<file path="config.mk">
export PLATFORM = sky130hd
export DESIGN_NAME = ctrl_adc_rd
export DESIGN_NICKNAME = d
export VERILOG_FILES = /design/src/rtl/ctrl_adc_rd_pkg.sv /design/src/rtl/ctrl_adc_rd_spi_rx_shift.sv /design/src/rtl/ctrl_adc_rd.sv
export SDC_FILE = /design/constraint.sdc
export NUM_CORES = 1
export LEC_CHECK = 0
export ABC_CLOCK_PERIOD_IN_PS = 9650
export CAP_MARGIN = 20
export CORE_AREA = 2 2 142 102
export CTS_CLUSTER_DIAMETER = 30
export DETAILED_ROUTE_END_ITERATION = 10
export DIE_AREA = 0 0 144 104
export PLACE_DENSITY = 0.75
export SETUP_SLACK_MARGIN = 0.02
export SYNTH_ARGS = -nofsm -noshare
export SYNTH_HDL_FRONTEND = slang
export SYNTH_SLANG_ARGS = --single-unit
</file>
<file path="constraint.sdc">
create_clock -name sysclk -period 9.65 [get_ports sysclk]
set_input_delay 1.4475 -clock sysclk [delete_from_list [all_inputs] [get_ports sysclk]]
set_output_delay 1.4475 -clock sysclk [all_outputs]
set_load 0.02 [all_outputs]
</file>
<file path="src/rtl/ctrl_adc_rd_pkg.sv">
// ctrl_adc_rd_pkg -- shared constants for the ADC daisy-chain read controller.
//   state_t              : controller state encodings
//   ADC_WORD_BITS        : bits per ADC channel word
//   DEFAULT_CLK_DIV      : default sysclk cycles per sclk half-period
//   DEFAULT_CONV_CYCLES  : default sysclk cycles csel is held high
package ctrl_adc_rd_pkg;

  typedef enum logic [1:0] {
    ST_IDLE  = 2'd0,
    ST_CONV  = 2'd1,
    ST_SHIFT = 2'd2,
    ST_DONE  = 2'd3
  } state_t;

  localparam int ADC_WORD_BITS       = 16;
  localparam int DEFAULT_CLK_DIV     = 4;
  localparam int DEFAULT_CONV_CYCLES = 200;

endpackage

</file>
<file path="src/rtl/ctrl_adc_rd_spi_rx_shift.sv">
// spi_rx_shift -- sclk generator and serial receive shifter.
// While en is high it produces NUM_BITS sclk periods (CLK_DIV sysclk cycles
// low, then CLK_DIV high), samples miso MSB-first on the sysclk edge that
// drives sclk high, and flags shift_done on the cycle the last high phase ends.
// Ports:
//   sysclk     in   clock
//   reset      in   asynchronous active-low reset
//   en         in   high while the controller is in SHIFT; low clears counters
//   miso       in   serial data
//   sclk       out  serial clock, low whenever en is low
//   shift_done out  combinational: final period completes at the next edge
//   data       out  NUM_BITS received word, first bit in the MSB
module spi_rx_shift
  import ctrl_adc_rd_pkg::*;
#(
  parameter int CLK_DIV  = DEFAULT_CLK_DIV,
  parameter int NUM_BITS = 64
) (
  input  logic                sysclk,
  input  logic                reset,
  input  logic                en,
  input  logic                miso,
  output logic                sclk,
  output logic                shift_done,
  output logic [NUM_BITS-1:0] data
);

  localparam logic [7:0] DIV_LAST = 8'(CLK_DIV - 1);
  localparam logic [6:0] BITS_ALL = 7'(NUM_BITS);

  logic [7:0]          div_cnt_reg;
  logic                phase_reg;    // 0 = low half-period, 1 = high half-period
  logic [6:0]          bit_cnt_reg;  // saturates at NUM_BITS
  logic                sclk_reg;
  logic [NUM_BITS-1:0] shift_reg;

  always_ff @(posedge sysclk or negedge reset) begin
    if (!reset) begin
      div_cnt_reg <= '0;
      phase_reg   <= 1'b0;
      bit_cnt_reg <= '0;
      sclk_reg    <= 1'b0;
      shift_reg   <= '0;
    end else if (!en) begin
      div_cnt_reg <= '0;
      phase_reg   <= 1'b0;
      bit_cnt_reg <= '0;
      sclk_reg    <= 1'b0;
    end else if (div_cnt_reg == DIV_LAST) begin
      div_cnt_reg <= '0;
      phase_reg   <= ~phase_reg;
      if (!phase_reg) begin
        // Low phase ends: sclk rises and miso is captured on this same edge.
        sclk_reg <= 1'b1;
        if (bit_cnt_reg != BITS_ALL) begin
          shift_reg   <= {shift_reg[NUM_BITS-2:0], miso};
          bit_cnt_reg <= bit_cnt_reg + 7'd1;
        end
      end else begin
        sclk_reg <= 1'b0;
      end
    end else begin
      div_cnt_reg <= div_cnt_reg + 8'd1;
    end
  end

  assign shift_done = en && phase_reg && (div_cnt_reg == DIV_LAST) &&
                      (bit_cnt_reg == BITS_ALL);
  assign sclk = sclk_reg;
  assign data = shift_reg;

endmodule

</file>
<file path="src/rtl/ctrl_adc_rd.sv">
// ctrl_adc_rd -- SPI read controller for a daisy chain of CONV-started 16-bit
// ADCs. A trigger starts a conversion (csel high for CONV_CYCLES), then
// 16*NUM_CHANNELS bits are clocked in and split into adc1..adc4, announced by
// a one-cycle data_ready pulse.
// Optional build macro: ADC_AUTO_TRIG_EN -- a free-running 16-bit counter
// raises an internal trigger every AUTO_PERIOD cycles, ORed with trig.
// Ports:
//   sysclk      in   clock
//   reset       in   asynchronous active-low reset
//   trig        in   start request, sampled in IDLE only
//   sclk        out  serial clock, idles low
//   csel        out  CONV/chip-select, high = convert
//   miso        in   serial data from the chain
//   adc1..adc4  out  latest channel words (adc1 = first 16 bits received)
//   busy        out  high from trigger acceptance until data_ready
//   data_ready  out  one-cycle pulse when adc1..adc4 update
module ctrl_adc_rd
  import ctrl_adc_rd_pkg::*;
#(
  parameter int NUM_CHANNELS = 4,
  parameter int CLK_DIV      = DEFAULT_CLK_DIV,
  parameter int CONV_CYCLES  = DEFAULT_CONV_CYCLES,
  parameter int AUTO_PERIOD  = 3072
) (
  input  logic                     sysclk,
  input  logic                     reset,
  input  logic                     trig,
  output logic                     sclk,
  output logic                     csel,
  input  logic                     miso,
  output logic [ADC_WORD_BITS-1:0] adc1,
  output logic [ADC_WORD_BITS-1:0] adc2,
  output logic [ADC_WORD_BITS-1:0] adc3,
  output logic [ADC_WORD_BITS-1:0] adc4,
  output logic                     busy,
  output logic                     data_ready
);

  localparam int          NUM_BITS  = ADC_WORD_BITS * NUM_CHANNELS;
  localparam logic [15:0] CONV_LAST = 16'(CONV_CYCLES - 1);

  state_t                   state_reg, state_next;
  logic [15:0]              conv_cnt_reg, conv_cnt_next;
  logic                     csel_reg, busy_reg, data_ready_reg;
  logic                     shift_done;
  logic                     auto_trig;
  logic                     start_req;
  logic [NUM_BITS-1:0]      shift_word;
  logic [ADC_WORD_BITS-1:0] chan_word [NUM_CHANNELS];
  logic [ADC_WORD_BITS-1:0] adc_reg   [NUM_CHANNELS];

`ifdef ADC_AUTO_TRIG_EN
  localparam logic [15:0] AUTO_LAST = 16'(AUTO_PERIOD - 1);

  logic [15:0] auto_cnt_reg;
  logic        auto_trig_reg;

  // Free-runs regardless of busy; a pulse landing outside IDLE is simply lost.
  always_ff @(posedge sysclk or negedge reset) begin
    if (!reset) begin
      auto_cnt_reg  <= '0;
      auto_trig_reg <= 1'b0;
    end else if (auto_cnt_reg == AUTO_LAST) begin
      auto_cnt_reg  <= '0;
      auto_trig_reg <= 1'b1;
    end else begin
      auto_cnt_reg  <= auto_cnt_reg + 16'd1;
      auto_trig_reg <= 1'b0;
    end
  end

  assign auto_trig = auto_trig_reg;
`else
  // AUTO_PERIOD only matters when the auto-trigger is built; referencing it
  // here keeps the parameter live without creating any logic.
  localparam logic AUTO_PERIOD_OK = (AUTO_PERIOD >= 1) && (AUTO_PERIOD <= 65535);
  assign auto_trig = 1'b0 & AUTO_PERIOD_OK;
`endif

  assign start_req = trig | auto_trig;

  spi_rx_shift #(
    .CLK_DIV  (CLK_DIV),
    .NUM_BITS (NUM_BITS)
  ) u_spi_rx_shift (
    .sysclk     (sysclk),
    .reset      (reset),
    .en         (state_reg == ST_SHIFT),
    .miso       (miso),
    .sclk       (sclk),
    .shift_done (shift_done),
    .data       (shift_word)
  );

  always_ff @(posedge sysclk or negedge reset) begin
    if (!reset) begin
      state_reg      <= ST_IDLE;
      conv_cnt_reg   <= '0;
      csel_reg       <= 1'b0;
      busy_reg       <= 1'b0;
      data_ready_reg <= 1'b0;
    end else begin
      state_reg      <= state_next;
      conv_cnt_reg   <= conv_cnt_next;
      // Outputs are decoded from the next state so they are registered and
      // line up with the state they describe.
      csel_reg       <= (state_next == ST_CONV);
      busy_reg       <= (state_next == ST_CONV) || (state_next == ST_SHIFT);
      data_ready_reg <= (state_next == ST_DONE);
    end
  end

  always_comb begin
    state_next    = state_reg;
    conv_cnt_next = conv_cnt_reg;
    case (state_reg)
      ST_IDLE: begin
        conv_cnt_next = '0;
        if (start_req) state_next = ST_CONV;
      end
      ST_CONV: begin
        if (conv_cnt_reg == CONV_LAST) state_next = ST_SHIFT;
        else                           conv_cnt_next = conv_cnt_reg + 16'd1;
      end
      ST_SHIFT: begin
        if (shift_done) state_next = ST_DONE;
      end
      ST_DONE: begin
        state_next = ST_IDLE;
      end
      default: state_next = ST_IDLE;
    endcase
  end

  // Split the received word: channel 0 is the first word shifted in (MSBs).
  // The shift register is final by the edge that enters DONE, so outputs are
  // latched there and are visible together with data_ready.
  for (genvar gi = 0; gi < NUM_CHANNELS; gi++) begin : g_chan
    assign chan_word[gi] =
      shift_word[(NUM_CHANNELS - gi) * ADC_WORD_BITS - 1 -: ADC_WORD_BITS];

    always_ff @(posedge sysclk or negedge reset) begin
      if (!reset)                      adc_reg[gi] <= '0;
      else if (state_next == ST_DONE)  adc_reg[gi] <= chan_word[gi];
    end
  end

  assign adc1       = adc_reg[0];
  assign adc2       = adc_reg[1];
  assign adc3       = adc_reg[2];
  assign adc4       = adc_reg[3];
  assign csel       = csel_reg;
  assign busy       = busy_reg;
  assign data_ready = data_ready_reg;

endmodule

</file>
======== Word-level counts from Yosys, hierarchy flattened ========
Cells that the tools add are included.
word-level totals
  register bits after elaboration ......... 166
  bits in latches ......................... 0
  RAM bits ................................ 0
  memory bits (read-only) ................. 0
  input bits .............................. 4
  output and inout port bits .............. 68
  word-level logic and storage cells ...... 58
  memories ................................ 0
cells by class
  add/subtract/negate cells ............... 3
  multipliers ............................. 0
  div/mod/pow operators ................... 0
  magnitude comparators ................... 0
  equal/unequal tests ..................... 14
  shift-type cells ........................ 0
  multiplexer cells ....................... 17
  bitwise operators ....................... 1
  reductions and logical operators ........ 9
operators with widths
  cell                   count
  $pmux 16 s2            1
  $mux 7                 4
  $add 16x1->16 const B  1
  $eq 16x8->1 const B    1
  $mux 16                1
  $mux 8                 2
  $add 8x1->8 const B    1
  $eq 2x2->1 const B     4
  $eq 8x2->1 const B     1
  $ne 2x2->1 const B     4
  $pmux 2 s4             1
  $add 7x1->7 const B    1
  $eq 7x7->1 const B     1
  $ne 7x7->1 const B     1
  $mux 2                 3
  $mux 1                 5
  $eq 2x1->1 const B     2
  $reduce_and 4->1       1
  $logic_and 1x1->1      3
  $reduce_and 3->1       1
  $logic_not 2->1        1
  $reduce_and 2->1       1
  $reduce_bool 2->1      1
  $logic_or 1x1->1       1
  $not 1->1              1

======== Longest topological paths before layout ========
Gate-level depths: netlist of run 1.
  depth after elaboration ................. 8
  gate-level depth with buffers ........... 10
  depth with buffers taken out ............ 7

======== By module ========
A second synthesis of run 1 with hierarchy kept.
unflattened totals
  cells, all modules ...................... 474
  area, all modules ....................... 6677.7 µm²
by module, submodules not included
  module        instances  cells each  area an instance (µm²)  sequential area each (µm²)
  ctrl_adc_rd   1          256         3482.1                  2127.0
  spi_rx_shift  1          218         3195.6                  2001.9

======== Least setup slack after synthesis of run 1 ========
OpenSTA, ideal clock, no wires.
  kind .................................... reg2reg
  start point ............................. register u_spi_rx_shift.div_cnt_reg[0]
  end point ............................... register adc_reg, in the netlist adc1[0]
  setup time .............................. 125 ps
  arrival ................................. 3009 ps
  data required time ...................... 9525 ps
  slack ................................... 6516 ps
  cell stages (with the launch flop) ...... 10
  buffers on the path ..................... 2
  clock period less this slack ............ 3134 ps
  path through ............................ dfrtp_1 -> ha_1 -> or4b_1 -> or4_1 -> nor3_1 -> a21o_1 -> ha_1 -> clkbuf_1 -> clkbuf_1 -> mux2_2
on the way
  word-level cells in the longest chain between the ends .. 6
ends and longest elaborated chain
  element                          RTL line                        source
  from (decl)                      ctrl_adc_rd_spi_rx_shift.sv:31  logic [7:0] div_cnt_reg;
  from (signal assigned)           ctrl_adc_rd_spi_rx_shift.sv:63  div_cnt_reg <= div_cnt_reg + 8'd1;
  $eq 8x2->1                       ctrl_adc_rd_spi_rx_shift.sv:67  assign shift_done = en && phase_reg && (div_cnt_reg == DIV_LAST) &&
  $logic_and 1x1->1 (2 in series)  ctrl_adc_rd_spi_rx_shift.sv:67
  $mux 2                           ctrl_adc_rd.sv:126              if (shift_done) state_next = ST_DONE;
  $pmux 2 s4                       ctrl_adc_rd.sv:116              case (state_reg)
  named net state_next[0]          ctrl_adc_rd.sv:42               state_t state_reg, state_next;
  $eq 2x2->1                       ctrl_adc_rd.sv:144              else if (state_next == ST_DONE) adc_reg[gi] <= chan_word[gi];
  to (signal, indexed assignment)  ctrl_adc_rd.sv:144
  to (decl)                        ctrl_adc_rd.sv:50               logic [ADC_WORD_BITS-1:0] adc_reg [NUM_CHANNELS];
The timed path passes the listed nets, and every way through them passes these cells.
A chain may end at the register's enable or synchronous reset.

======== Worst setup path after layout of run 1 ========
  start point ............................. register u_spi_rx_shift.div_cnt_reg[0]
  end point ............................... register adc_reg, in the netlist adc2[2]
Same word-level chain as after synthesis.

==> metrics, run 1 <==
Synth Flop Type=dfrtp_1; total die area=0.01498 sq mm; Netlist cell types=42; register share of total power=49.0%; Crit path arrival time=3.77 ns; Seq/Total Area, Yosys=61.73%; EDFF count, synth=0; clock network fraction of total power=47.3%; Simple-Gate Fraction of Synth Area=8.418%; Top Ports=72; initial antenna violation count=0; placed cell areas=0.007552 sq mm; Routed Antenna Nets=0; die width=144 microns; Final Power=1.486 mW; largest family of logic cells by synthesized area=multiplexers; pin count of the biggest net entering global routing=87; Hold Fails Final Rpt=0; hold_buf cts=0; Setup CP Type=flip-flop to flip-flop; clock sinks=165; Final Util=60.08%; Non-Filler Instances=751; Comb pwr share=3.7%; RSZ-0062 raised after global routing=false; cell count of the worst hold path=1; Slew Viols, Final=0; Switching Fraction=23.02%; Placed Cells=718; Post-Syn Nets=486; Slew HR=42.84%; via count=3944; internal power=1.144 mW; Clock Tree Root=clkbuf_16; global route overflow=0; asr flop ratio synth=100.0%; Max-Cap Viols=0; fin crit share=36.08%; synth warn=0; Syn Area/Cell=14.08 sq um; Compound-Gate Fraction of Synth Area=3.143%; clock tree buffer depth=2; number of global-route vias before repair=4093; status=complete, no violations; area delta synth->final=22.58%; Leakage=3.840 nW; initial cell density of the core=49.01%; cells after synthesis=475; Worst path max stage delay=0.66 ns; Setup TNS=0 ns; first-pass GRT wire length=20690 microns; Core ar.=0.01365 sq mm; max reg flops=64; Worst-Margin Slew=0.8574 ns; final wirelength=11810 microns; min-delay worst type=flip-flop to flip-flop; reg2reg end=adc2[2]$_DFFE_PN0N_; Max stage delay cell, worst path=buf_4; Worst Setup End Kind=flip-flop; WHS Endpoint=adc4[15]$_DFFE_PN0N_; hold_ws=0.5064 ns; drt wl/cell=15.73 microns; CTS clk-pin slew, worst paths=0.06 ns; Sw Pwr=0.3420 mW; startpoint of the worst hold path=adc4[15]$_DFFE_PN0N_; Setup Fix Bufs, Post-CTS=0; worst reg-to-reg path cell count=8; 1st-pass router iterations=6; Setup Skew=0.007975 ns; cell area after synthesis=0.006689 sq mm; CP max FO=64; R2R setup slack=6.17 ns; post-synthesis adder-cell area fraction=1.309%; maximum clock rate=287.2 MHz; most frequent cells in the layout=dfrtp_1 (165), mux2_2 (124), clkdlybuf4s50_1 (70); post-synthesis mux area share=22.00%; Seq cells post-synth=165; Via density=5.252; Chip Height=104 microns; CP cell instances=ha_1, or4b_1, or4_1, nor3_1, a21o_1, ha_2, buf_4, mux2_2; dpl hpwl=7671 microns; Total GRT Usage=17.29%; commonest non-fill, non-tap cell in the layout=dfrtp_1; min Tclk post-route=3.482 ns; clk_lat worst skew=0.41 ns; Num CTS Buffers=17; port bufs=71; final instance area=0.008199 sq mm; share of cells above drive strength 1=29.59%; residual DRC count=0; Std-Cell Rows=36; Resized Gates After CTS=0; pre-CTS setup slack=6.000 ns; Diodes inserted=0; H-tree level count=4; VDD IR max=0.1153 mV; final-stage net count=559; R2R Path Start=u_spi_rx_shift.div_cnt_reg[0]$_DFF_PN0_; Setup-failing EPs final=0; XOR/XNOR Fraction of Synth Area=1.178%; routability cong.=0.8498; Worst Path Required=9.94 ns; PD cells=181.2 mW/mm^2; drt initial violations=279; setup ws final=6.168 ns; CP Launch Type=flip-flop; CTS tree=yes
layout make-up:
class                   count  area (sq um)
well taps                 190         237.7
multi-input cells         280          2414
repair buffers             76         769.5
clock buffers              18         429.2
clock inverters            14         190.2
fillers                  1086          5449
inverters                   8         30.03
flip-flops and latches    165          4129
critical path: cells and delay by family (launching register included):
kind / cells / cell delay [ns]
AOI/OAI and AO/OA: 1 / 0.18
adders and majority gates: 2 / 0.43
buffers and inverters: 1 / 0.66
and+or+nand+nor: 3 / 1.24
DFF: 1 / 0.40
muxes: 1 / 0.42
worst max-delay path by stage:
stage,to,slack [ns],from
floorplan,adc1[0]$_DFFE_PN0N_,6.52,u_spi_rx_shift.div_cnt_reg[0]$_DFF_PN0_
global placement,adc4[9]$_DFFE_PN0N_,6.03,trig
detailed placement,adc2[2]$_DFFE_PN0N_,6.00,trig
CTS,adc2[2]$_DFFE_PN0N_,6.18,u_spi_rx_shift.div_cnt_reg[0]$_DFF_PN0_
global route,adc1[9]$_DFFE_PN0N_,5.94,u_spi_rx_shift.div_cnt_reg[1]$_DFF_PN0_
finish,adc2[2]$_DFFE_PN0N_,6.17,u_spi_rx_shift.div_cnt_reg[0]$_DFF_PN0_
logic make-up after synthesis:
kind of cell,count (synthesis)
AOI/OAI and AO/OA,35
muxes,131
buffers and inverters,30
xor gates and xnor gates,9
adders and majority gates,7
DFF,165
and+or+nand+nor,98
power by group through the flow:
stage / clock network [mW] / registers, mW / logic [mW]
final: 0.702 / 0.728 / 0.0556
after global routing: 0.753 / 0.731 / 0.0648
after CTS: 0.716 / 0.727 / 0.0554
after detailed placement: 0 / 0.740 / 0.0553
after global placement: 0 / 0.738 / 0.0526
after floorplan: 0 / 0.731 / 0.0382
synthesized netlist by cell type, drive strengths merged, types with 2 or more instances:
cell	n	area share (%)
a21oi	13	0.97
nand4b	2	0.26
xor2	6	0.79
nand4	7	0.65
nor3	5	0.54
ha	7	1.3
and4	2	0.26
mux2	128	22
dfrtp	165	62
nor4	7	0.65
nor2	14	0.79
nor4bb	2	0.30
o211ai	2	0.22
nand3b	2	0.22
nand3	15	1.1
o21a	2	0.22
buf	8	0.99
inv	8	0.45
nand2	18	1.0
o21ai	9	0.67
nor2b	3	0.28
xnor2	3	0.39
clkbuf	14	0.79
o31ai	5	0.56
and3	4	0.37
or4	7	0.79
a21o	2	0.22
mux2i	3	0.45
nand2b	3	0.39
or3	2	0.19
metal layers:
metal  vias up  global-route usage, %  part of all wire (%)
li1       1849                      -                     -
met1      2006                  24.59                    48
met2        80                  26.87                    48
met3         9                  3.867                   3.3
met4         0                  4.832                   1.0
met5         -                      0                     0
Note: power is estimated with default switching activity, not from simulation.
==> inputs of run 2 (changes only) <==
--- a/config.mk
+++ b/config.mk
@@ -5,7 +5,7 @@
 export SDC_FILE = /design/constraint.sdc
 export NUM_CORES = 1
 export LEC_CHECK = 0
-export ABC_CLOCK_PERIOD_IN_PS = 9650
+export ABC_CLOCK_PERIOD_IN_PS = 3600
 export CAP_MARGIN = 20
 export CORE_AREA = 2 2 142 102
 export CTS_CLUSTER_DIAMETER = 30
==> constraint.sdc (replaced) <==
create_clock -name sysclk -period 3.6 [get_ports sysclk]
set_input_delay 0.54 -clock sysclk [delete_from_list [all_inputs] [get_ports sysclk]]
set_output_delay 0.54 -clock sysclk [all_outputs]
set_load 0.02 [all_outputs]
==> metrics, run 2 (synthesis results as in run 1) <==
Top Ports=72; total die area=0.01498 sq mm; Resized Gates After CTS=0; CTS tree=yes; Switching Fraction=23.02%; CTS clk-pin slew, worst paths=0.07 ns; Slew Viols, Final=0; Critical path buffers and inverters=1; global route overflow=0; Setup Fix Bufs, Post-CTS=0; Setup CP Type=flip-flop to flip-flop; final instance area=0.008199 sq mm; Max-Cap Viols=0; Max stage delay cell, worst path=or4b_1; Total GRT Usage=17.02%; Setup Skew=0.01088 ns; die width=144 microns; Core ar.=0.01365 sq mm; 1st-pass router iterations=4; Worst Setup End Kind=flip-flop; CP Launch Type=flip-flop; drt wl/cell=15.72 microns; Chip Height=104 microns; Sw Pwr=0.9149 mW; drt initial violations=264; Worst Path Required=3.89 ns; Num CTS Buffers=17; initial cell density of the core=49.01%; pin count of the biggest net entering global routing=97; Diodes inserted=0; multi-input logic area=0.002414 sq mm; register share of total power=49.1%; via count=3948; first-pass GRT wire length=20280 microns; Comb pwr share=3.6%; min-delay worst type=input port to asynchronous set/reset pin; number of global-route vias before repair=4022; internal power=3.059 mW; routability cong.=0.8493; hold_ws=0.1846 ns; VDD IR max=0.3756 mV; Setup TNS=0 ns; final-stage net count=559; clock sinks=165; Routed Antenna Nets=0; dpl hpwl=7598 microns; H-tree level count=4; Crit path arrival time=3.37 ns; port bufs=71; critical path's top delay family=simple AND/OR/NAND/NOR gates; fill cell count=1057; sequential cell area=0.004129 sq mm; CP max FO=64; fin crit share=85.70%; clk_lat worst skew=0.41 ns; area delta synth->final=22.58%; min Tclk post-route=3.085 ns; most frequent cells in the layout=dfrtp_1 (165), mux2_2 (124), clkdlybuf4s50_1 (70); PD cells=484.7 mW/mm^2; Clock Tree Root=clkbuf_16; Via density=5.264; Worst-Margin Slew=0.8595 ns; RSZ-0062 raised after global routing=false; pre-CTS setup slack=0.5271 ns; Slew HR=42.70%; Worst path max stage delay=0.48 ns; Leakage=3.832 nW; clock network fraction of total power=47.3%; commonest non-fill, non-tap cell in the layout=dfrtp_1; placed cell areas=0.007585 sq mm; hold_buf cts=0; Final Power=3.974 mW; max reg flops=64; Std-Cell Rows=36; maximum clock rate=324.1 MHz; Hold Fails Final Rpt=0; final wirelength=11790 microns; initial antenna violation count=0; Setup-failing EPs final=0; CP cell instances=ha_1, or4b_1, or4_1, nor3_1, a21o_1, ha_2, buf_12, mux2_2; residual DRC count=0; clock tree buffer depth=2; setup ws final=0.5147 ns; share of cells above drive strength 1=29.64%; status=complete, no violations
## run 2: changes by cell type in the layout (fill, tap and decap cells not counted)
cell	change
buf_12	+2
clkinv_4	-2
buf_16	-1
buf_4	-1
clkbuf_1	-1
clkinvlp_4	+1
inv_6	+1
## run 2: metal layers
metal	global-route usage [%]	wire [microns]	share of wire, %	vias to the layer above
li1	-	-	-	1868
met1	23.83	5569	47	1984
met2	26.19	5598	47	79
met3	3.821	427	3.6	17
met4	6.232	193	1.6	0
met5	0	0	0	-
## run 2: worst paths after layout
| path | start | endpoint | slack [ns] | cells past startpoint |
|---|---|---|---|---|
| worst max-delay path | u_spi_rx_shift.div_cnt_reg[0]$_DFF_PN0_ | adc1[12]$_DFFE_PN0N_ | 0.51 | 8 |
| worst min-delay path | reset | u_spi_rx_shift.div_cnt_reg[6]$_DFF_PN0_ | 0.18 | 1 |
| worst max register to register | u_spi_rx_shift.div_cnt_reg[0]$_DFF_PN0_ | adc1[12]$_DFFE_PN0N_ | 0.51 | 8 |
| worst min register to register | adc1[9]$_DFFE_PN0N_ | adc1[9]$_DFFE_PN0N_ | 0.51 | 1 |
| max in group asynchronous | reset | adc2[4]$_DFFE_PN0N_ | 2.51 | 2 |
| min in group sysclk | adc1[9]$_DFFE_PN0N_ | adc1[9]$_DFFE_PN0N_ | 0.51 | 1 |
## run 2: power groups by stage
stage | clock network [mW] | logic, mW | registers [mW]
6_report | 1.88 | 0.144 | 1.95
3_3_place_gp | 0 | 0.143 | 1.98
5_1_grt | 2.02 | 0.167 | 1.96
3_5_place_dp | 0 | 0.147 | 1.98
2_1_floorplan | 0 | 0.102 | 1.96
4_1_cts | 1.92 | 0.147 | 1.95
## run 2: area by class of cell
cell class              instances  share of cell area (%)
multi-input cells             280                   29.44
clock inverters                14                   2.304
clock buffers                  17                   5.188
repair buffers                 76                   9.446
inverters                       8                  0.3662
flip-flops and latches        165                   50.36
well taps                     190                   2.899
## run 2: through the flow
step	utilization, %	cells
after global placement	55.57	719
after CTS	60.08	750
final	60.08	750
after detailed placement	55.57	719
after global routing	60.08	750
after floorplan	-	475
==> inputs of run 3 (changes only) <==
--- a/config.mk
+++ b/config.mk
@@ -7,10 +7,10 @@
 export LEC_CHECK = 0
 export ABC_CLOCK_PERIOD_IN_PS = 3600
 export CAP_MARGIN = 20
-export CORE_AREA = 2 2 142 102
+export CORE_AREA = 2 2 125 115
 export CTS_CLUSTER_DIAMETER = 30
 export DETAILED_ROUTE_END_ITERATION = 10
-export DIE_AREA = 0 0 144 104
+export DIE_AREA = 0 0 127 117
 export PLACE_DENSITY = 0.75
 export SETUP_SLACK_MARGIN = 0.02
 export SYNTH_ARGS = -nofsm -noshare
==> metrics, run 3 (synthesis results as in run 1) <==
min-delay worst type=input port to asynchronous set/reset pin; Setup Fix Bufs, Post-CTS=0; max reg flops=64; PD cells=467.1 mW/mm^2; drt wl/cell=16.26 microns; Final Util=59.46%; maximum clock rate=318.0 MHz; drt initial violations=255; Max-Cap Viols=0; min Tclk post-route=3.145 ns; CTS tree=yes; placed cell areas=0.007562 sq mm; Total GRT Usage=17.48%; Top Ports=72; Setup-failing EPs final=0; first-pass GRT wire length=20410 microns; final-stage net count=559; initial antenna violation count=0; critical path's top delay family=simple AND/OR/NAND/NOR gates; area delta synth->final=21.31%; die width=127 microns; Chip Height=117 microns; CP max FO=64; Routed Antenna Nets=0; 1st-pass router iterations=4; Max stage delay cell, worst path=or4b_1; initial cell density of the core=49.02%; total die area=0.01486 sq mm; Via density=5.454; CTS clk-pin slew, worst paths=0.06 ns; final wirelength=11900 microns; status=complete, no violations; Worst path max stage delay=0.51 ns; port bufs=71; Num CTS Buffers=17; pin count of the biggest net entering global routing=80; Crit path arrival time=3.45 ns; number of global-route vias before repair=4040; most frequent cells in the layout=dfrtp_1 (165), mux2_2 (124), clkdlybuf4s50_1 (70); CP Launch Type=flip-flop; Std-Cell Rows=41; final instance area=0.008114 sq mm; dpl hpwl=7646 microns; clock tree buffer depth=2; share of cells above drive strength 1=28.93%; Critical path buffers and inverters=1; commonest non-fill, non-tap cell in the layout=dfrtp_1; VDD IR max=0.3495 mV; Slew HR=52.42%; Hold Fails Final Rpt=0; Clock Tree Root=clkbuf_16; Diodes inserted=0; Setup CP Type=flip-flop to flip-flop; fin crit share=87.36%; Leakage=3.804 nW; Worst Setup End Kind=flip-flop; Worst Path Required=3.90 ns; global route overflow=0; CP cell instances=ha_1, or4b_1, or4_1, nor3_1, a21o_1, ha_2, buf_12, mux2_2; Resized Gates After CTS=0; Worst-Margin Slew=0.7137 ns; H-tree level count=4; routability cong.=0.8625; via count=3992; Slew Viols, Final=0; Core ar.=0.01365 sq mm; hold_ws=0.1336 ns; hold_buf cts=0; RSZ-0062 raised after global routing=false; clock sinks=165; residual DRC count=0; clk_lat worst skew=0.42 ns; Setup Skew=0.009679 ns; Setup TNS=0 ns
-- run 3: final timing paths --
kind	startpoint	to	slack (ns)	depth (start not counted)
worst max-delay path	u_spi_rx_shift.div_cnt_reg[0]$_DFF_PN0_	adc1[9]$_DFFE_PN0N_	0.45	8
worst min-delay path	reset	u_spi_rx_shift.data[26]$_DFFE_PN0P_	0.13	1
worst max register to register	u_spi_rx_shift.div_cnt_reg[0]$_DFF_PN0_	adc1[9]$_DFFE_PN0N_	0.45	8
worst min register to register	u_spi_rx_shift.data[63]$_DFFE_PN0P_	u_spi_rx_shift.data[63]$_DFFE_PN0P_	0.51	1
max in group asynchronous	reset	adc1[6]$_DFFE_PN0N_	2.47	2
min in group sysclk	u_spi_rx_shift.data[63]$_DFFE_PN0P_	u_spi_rx_shift.data[63]$_DFFE_PN0P_	0.51	1
-- run 3: worst reg2reg max path: cells and delay by family (launching register included) --
| family | cells | cell delay, ns |
|---|---|---|
| buffers and inverters | 1 | 0.32 |
| AOI/OAI and AO/OA | 1 | 0.18 |
| DFF | 1 | 0.41 |
| adders and majority gates | 2 | 0.46 |
| and+or+nand+nor | 3 | 1.24 |
| muxes | 1 | 0.42 |
-- run 3: cell type report --
type / instances / area, sq um
Timing Repair Buffer: 76 / 774.5
Clock inverter: 9 / 97.59
Clock buffer: 22 / 454.2
Inverter: 8 / 30.03
Multi-Input combinational cell: 280 / 2414
Sequential cell: 165 / 4129
Tap cell: 172 / 215.2
Fill cell: 1071 / 5532
-- run 3: through the flow --
step | cells | setup WS (ns) | power [mW]
after floorplan | 475 | 0.4659 | 2.062
after global placement | 701 | 0.6174 | 2.120
after detailed placement | 701 | 0.4939 | 2.130
after CTS | 732 | 0.4685 | 3.825
after global routing | 732 | 0.2913 | 3.942
final | 732 | 0.4550 | 3.790
-- run 3: metal layers --
metal,wire (microns),part of all wire (%),vias up,GRT usage (%)
met5,0,0,-,0
met4,112,0.94,0,5.055
met3,755,6.3,14,6.909
met2,5712,48,79,27.56
met1,5319,45,2035,22.81
li1,-,-,1864,-
-- run 3: where the power goes --
| group | switching (mW) | internal, mW | total, mW |
|---|---|---|---|
| registers | 0.0613 | 1.89 | 1.95 |
| logic | 0.0841 | 0.0599 | 0.144 |
| clock network | 0.718 | 0.977 | 1.70 |
| total | 0.864 | 2.93 | 3.79 |
